<file path="config.mk">
export PLATFORM = sky130hd
export DESIGN_NAME = seq_detector_param
export DESIGN_NICKNAME = d
export VERILOG_FILES = /design/src/rtl/seq_detector_param.sv
export SDC_FILE = /design/constraint.sdc
export NUM_CORES = 1
export LEC_CHECK = 0
export CAP_MARGIN = 20
export CORE_MARGIN = 5
export CORE_UTILIZATION = 50
export DETAILED_ROUTE_END_ITERATION = 7
export PLACE_DENSITY_LB_ADDON = 0.05
export SYNTH_ARGS = -nofsm -noshare
export SYNTH_HDL_FRONTEND = slang
export SYNTH_SLANG_ARGS = --single-unit
</file>
<file path="constraint.sdc">
create_clock -name clk -period 2.61 [get_ports clk]
set_input_delay 0.6525 -clock clk [delete_from_list [all_inputs] [get_ports clk]]
set_output_delay 0.6525 -clock clk [all_outputs]
set_load 0.03 [all_outputs]
</file>
<file path="src/rtl/seq_detector_param.sv">
// seq_detector_param
//
// Serial pattern detector. On each enabled clock one bit of A is shifted into
// a WIDTH-bit window. The window is compared against a pattern that can be
// reloaded at run time. Each match produces a one-cycle registered pulse on B
// and bumps a saturating match counter.
//
// Parameters:
//   WIDTH    pattern length in bits (2..16)
//   CNT_W    width of the match counter
//   OVERLAP  1: matches may share bits; 0: WIDTH fresh bits needed after a match
//   PAT_INIT pattern value loaded by reset
//
// Ports:
//   clk        system clock; all state updates on the rising edge
//   reset      synchronous, active-high reset (highest priority)
//   en         sample enable; 0 freezes all state and forces B low
//   A          serial data bit, MSB of the pattern arrives first
//   cfg_load   load `pattern` into the pattern register and restart detection
//   pattern    new pattern; the first received bit compares to pattern[WIDTH-1]
//   B          registered match pulse, one cycle wide
//   match_cnt  saturating count of matches
//   state      FSM state: 0 idle, 1 fill, 2 detect

module seq_detector_param #(
    parameter int unsigned      WIDTH    = 5,
    parameter int unsigned      CNT_W    = 8,
    parameter bit               OVERLAP  = 1'b1,
    parameter logic [WIDTH-1:0] PAT_INIT = WIDTH'(5'b00100)
) (
    input  logic             clk,
    input  logic             reset,
    input  logic             en,
    input  logic             A,
    input  logic             cfg_load,
    input  logic [WIDTH-1:0] pattern,
    output logic             B,
    output logic [CNT_W-1:0] match_cnt,
    output logic [1:0]       state
);

    // Fill counter must be able to hold the value WIDTH itself.
    localparam int unsigned      FW       = $clog2(WIDTH + 1);
    localparam logic [FW-1:0]    FILL_MAX = FW'(WIDTH);
    // Once this many bits are in the window, the incoming bit completes it.
    localparam logic [FW-1:0]    FILL_RDY = FW'(WIDTH - 1);
    localparam logic [CNT_W-1:0] CNT_MAX  = '1;

    typedef enum logic [1:0] {
        StIdle   = 2'd0,
        StFill   = 2'd1,
        StDetect = 2'd2
    } state_e;

    // Elaboration-time guard on the supported pattern length.
    if (WIDTH < 2 || WIDTH > 16) begin : g_bad_width
        $error("seq_detector_param: WIDTH must be in 2..16");
    end

    if (CNT_W < 1) begin : g_bad_cnt_w
        $error("seq_detector_param: CNT_W must be at least 1");
    end

    // ------------------------------------------------------------------------
    // State
    // ------------------------------------------------------------------------
    logic [WIDTH-1:0] pat_q,      pat_d;
    logic [WIDTH-1:0] shreg_q,    shreg_d;
    logic [FW-1:0]    fill_cnt_q, fill_cnt_d;
    logic [CNT_W-1:0] cnt_q,      cnt_d;
    logic             b_q,        b_d;
    state_e           state_q,    state_d;

    // ------------------------------------------------------------------------
    // Match detection
    // ------------------------------------------------------------------------
    logic [WIDTH-1:0] win;
    logic             fill_ready;
    logic             match;
    logic             restart;   // non-overlap mode: window must refill after a match

    always_comb begin
        // Oldest bit sits in win[WIDTH-1], so the pattern reads MSB-first.
        win        = {shreg_q[WIDTH-2:0], A};
        // Gates out the reset zeros still sitting in the shift register.
        fill_ready = (fill_cnt_q >= FILL_RDY);
        match      = en && !cfg_load && fill_ready && (win == pat_q);
        restart    = match && !OVERLAP;
    end

    // ------------------------------------------------------------------------
    // State register (synchronous reset)
    // ------------------------------------------------------------------------
    always_ff @(posedge clk) begin
        if (reset) begin
            pat_q      <= PAT_INIT;
            shreg_q    <= '0;
            fill_cnt_q <= '0;
            cnt_q      <= '0;
            b_q        <= 1'b0;
            state_q    <= StIdle;
        end else begin
            pat_q      <= pat_d;
            shreg_q    <= shreg_d;
            fill_cnt_q <= fill_cnt_d;
            cnt_q      <= cnt_d;
            b_q        <= b_d;
            state_q    <= state_d;
        end
    end

    // ------------------------------------------------------------------------
    // Datapath next-state
    // ------------------------------------------------------------------------
    always_comb begin
        pat_d      = pat_q;
        shreg_d    = shreg_q;
        fill_cnt_d = fill_cnt_q;
        cnt_d      = cnt_q;
        b_d        = 1'b0;

        if (cfg_load) begin
            // The A bit presented with a load is dropped even when en=1.
            pat_d      = pattern;
            shreg_d    = '0;
            fill_cnt_d = '0;
            cnt_d      = '0;
        end else if (en) begin
            shreg_d = win;

            if (restart) begin
                fill_cnt_d = '0;
            end else if (fill_cnt_q < FILL_MAX) begin
                fill_cnt_d = fill_cnt_q + FW'(1);
            end

            if (match) begin
                b_d = 1'b1;
                if (cnt_q != CNT_MAX) begin
                    cnt_d = cnt_q + CNT_W'(1);
                end
            end
        end
    end

    // ------------------------------------------------------------------------
    // FSM next-state
    // ------------------------------------------------------------------------
    always_comb begin
        state_d = state_q;

        if (cfg_load) begin
            state_d = StIdle;
        end else if (en) begin
            unique case (state_q)
                // The first enabled bit is sampled as it leaves idle; with
                // WIDTH >= 2 one bit can never complete the window.
                StIdle: state_d = StFill;

                StFill: begin
                    if (!restart && fill_cnt_d == FILL_MAX) begin
                        state_d = StDetect;
                    end
                end

                StDetect: begin
                    if (restart) begin
                        state_d = StFill;
                    end
                end

                default: state_d = StIdle;
            endcase
        end
    end

    // ------------------------------------------------------------------------
    // Outputs: straight from flops, no path from A to B
    // ------------------------------------------------------------------------
    always_comb begin
        B         = b_q;
        match_cnt = cnt_q;
        state     = state_q;
    end

endmodule

</file>
==> results.json <==
{
  "core_area_um2": 2000,
  "worst_slack_ns": 0.00662,
  "syn2layout_area_growth_pct": 27.3,
  "wl_per_cell_um": 12.4,
  "via_per_inst": 5.53,
  "path_cells": "clkdlybuf4s50_1 -> xor2_1 -> a221o_1 -> or4_4 -> buf_6 -> or4_1 -> a21oi_1",
  "place_congestion": 0.784,
  "synth_seq_cells": 23,
  "nNetsFinal": 155,
  "port_buffers": 20,
  "grt_pass1_vias": 873,
  "hold_class": "reg2reg",
  "crit_type": "in2reg",
  "clk_latency_ns": 0.31,
  "place_area_um2": 1300,
  "overflow": 0,
  "slew_violations": 0,
  "min_period_ns": 2.60,
  "synth_edf_count": 0,
  "fp.dieW_um": 56.3,
  "fin_crit_sh_pct": 99.7,
  "start_util_pct": 53.5,
  "setup_viol": 0,
  "synth.most_common_cell": "dfxtp_1",
  "crit_slowest_cell": "or4_4",
  "pwr_density_cell_nw_per_um2": 425,
  "yosysTopAreaCell": "dfxtp_1",
  "tightest_slew_ns": 0.763,
  "synth_commonest_cells": "23 x dfxtp_1, 14 x nor2_1, 9 x a21oi_1, 9 x nand2_1, 8 x mux2i_1",
  "ys.flop_type": "dfxtp_1",
  "utilization_pct": 68.1,
  "slew_headroom_pct": 49.0,
  "cp-start-kind": "input pin",
  "initialDrtViolationCount": 14,
  "netlist.area_leader.share_pct": 43.0,
  "cpPeakStageDelay_ns": 0.55,
  "first_pass_iters": 4,
  "grt_pass1_wl_mm": 3.71,
  "postCtsSetupBuffers": 0,
  "synthArstFlopShare_pct": 0,
  "finClkSkew_ns": 0.00439,
  "synthesis.area_um2": 1070,
  "cts.sinks": 23,
  "max_freq_mhz": 384,
  "h-tree-depth": 1,
  "root_buffer": "clkbuf_4",
  "cts_buffer_depth": 2,
  "status": "completed",
  "final_area_um2": 1360,
  "row_count": 16,
  "hold_viol": 0,
  "cp.arrival_ns": 2.85,
  "yosysWarningCount": 0,
  "cap_violations": 0,
  "wirelength_mm": 2.09,
  "synth.distinct_cells": 37,
  "via_count": 935,
  "diodes": 0,
  "drc_errors": 0,
  "syn_area_per_cell_um2": 9.00,
  "place_hpwl_mm": 1.52,
  "hold_ws_ns": 0.506,
  "crit_fanout": 7,
  "antenna_found_initial": 0,
  "grt_start_max_net_pins": 17,
  "syn_inst": 119,
  "grt_use_total_pct": 14.3,
  "tritoncts": "yes",
  "ctsHoldBuffers": 0,
  "required_ns": 2.85,
  "place_ws_ns": -0.330,
  "ioPinCount": 21,
  "die_y_um": 56.3,
  "cts_buffers": 3,
  "yosysSeqAreaShare_pct": 43.0,
  "ir_drop_uv": 308,
  "endpoint_kind": "register",
  "dieArea_um2": 3170,
  "drive_gt1_share_pct": 14.1,
  "clkTransAtPathRegs_ns": 0.12,
  "syn_nets": 131,
  "synthTopCellsByArea": "dfxtp_1 43%, mux2i_1 7.5%, nor2_1 4.9%",
  "postRouteAntennaNets": 0,
  "p_leak_nw": 0.485
}
worst max-delay path: cells and delay by family:
kind | cells | cell delay (ns)
compound gates | 2 | 0.41
xor+xnor | 1 | 0.17
buf+inv | 2 | 0.59
simple gates | 2 | 1.02
power by group:
group,internal [mW],switching (mW),total [mW]
logic,0.0306,0.0235,0.0541
registers,0.358,0.00570,0.364
clock network,0.0572,0.104,0.161
total,0.446,0.133,0.579
logic make-up after synthesis:
kind of cell | count (synthesis) | synth area share (%)
xor+xnor | 3 | 2.45
simple gates | 43 | 20.9
fa+ha+maj | 2 | 2.34
buf+inv | 13 | 6.31
compound gates | 27 | 17.5
mux | 8 | 7.48
flops | 23 | 43.0
state kept, by name, indices dropped and copies added (netlist names):
name / cells
fill_cnt_q: 3
shreg_q: 4
state: 2
B: 1
match_cnt: 8
pat_q: 5
metal layers:
layer  global-route usage, %  wire (µm)
met3                    2.98         88
met4                    6.10          8
met5                       0          0
met2                    23.0        988
met1                    18.4       1010
layout by cell type, fill, tap and decap left out, types with 2 or more instances in the layout:
cell	instances
buf_4	5
a21oi_1	6
xor2_1	3
a311oi_1	2
clkbuf_4	3
or4_4	4
nor2_1	14
nand2_1	9
or4_1	3
clkdlybuf4s50_1	20
o21ai_0	2
inv_1	5
a21oi_2	3
ha_1	2
nor2b_1	2
mux2i_1	8
dfxtp_1	23
o31ai_1	5
per-stage QoR:
| step | instances | setup TNS [ns] | power [mW] |
|---|---|---|---|
| after floorplan | 119 | 0 | 0.402 |
| after global routing | 169 | -0.00690 | 0.614 |
| after CTS | 168 | 0 | 0.592 |
| final | 169 | 0 | 0.579 |
| after global placement | 164 | -1.97 | 0.424 |
| after detailed placement | 164 | -2.29 | 0.426 |
area by class of cell:
| type | instances | area (µm²) |
|---|---|---|
| fillers | 180 | 638 |
| multi-input cells | 83 | 569 |
| flip-flops and latches | 23 | 460 |
| repair buffers | 27 | 254 |
| well taps | 27 | 33.8 |
| clock buffers | 3 | 22.5 |
| inverters | 5 | 18.8 |
| clock inverters | 1 | 5.00 |
what timing repair did:
action | in CTS | in global routing
gates resized for setup | 0 | 8
hold endpoints to repair | 0 | 0
setup endpoints to repair | 0 | 6
worst paths after layout:
| path | depth (start not counted) | to | slack [ns] | from |
|---|---|---|---|---|
| max | 7 | match_cnt[6]$_SDFFE_PP0P_ | 0.007 | A |
| min | 2 | match_cnt[5]$_SDFFE_PP0P_ | 0.51 | match_cnt[5]$_SDFFE_PP0P_ |
| max reg2reg | 6 | match_cnt[6]$_SDFFE_PP0P_ | 0.48 | shreg_q[0]$_SDFFE_PP0P_ |
| min reg2reg | 2 | match_cnt[5]$_SDFFE_PP0P_ | 0.51 | match_cnt[5]$_SDFFE_PP0P_ |
(Power assumes the default switching activity.)
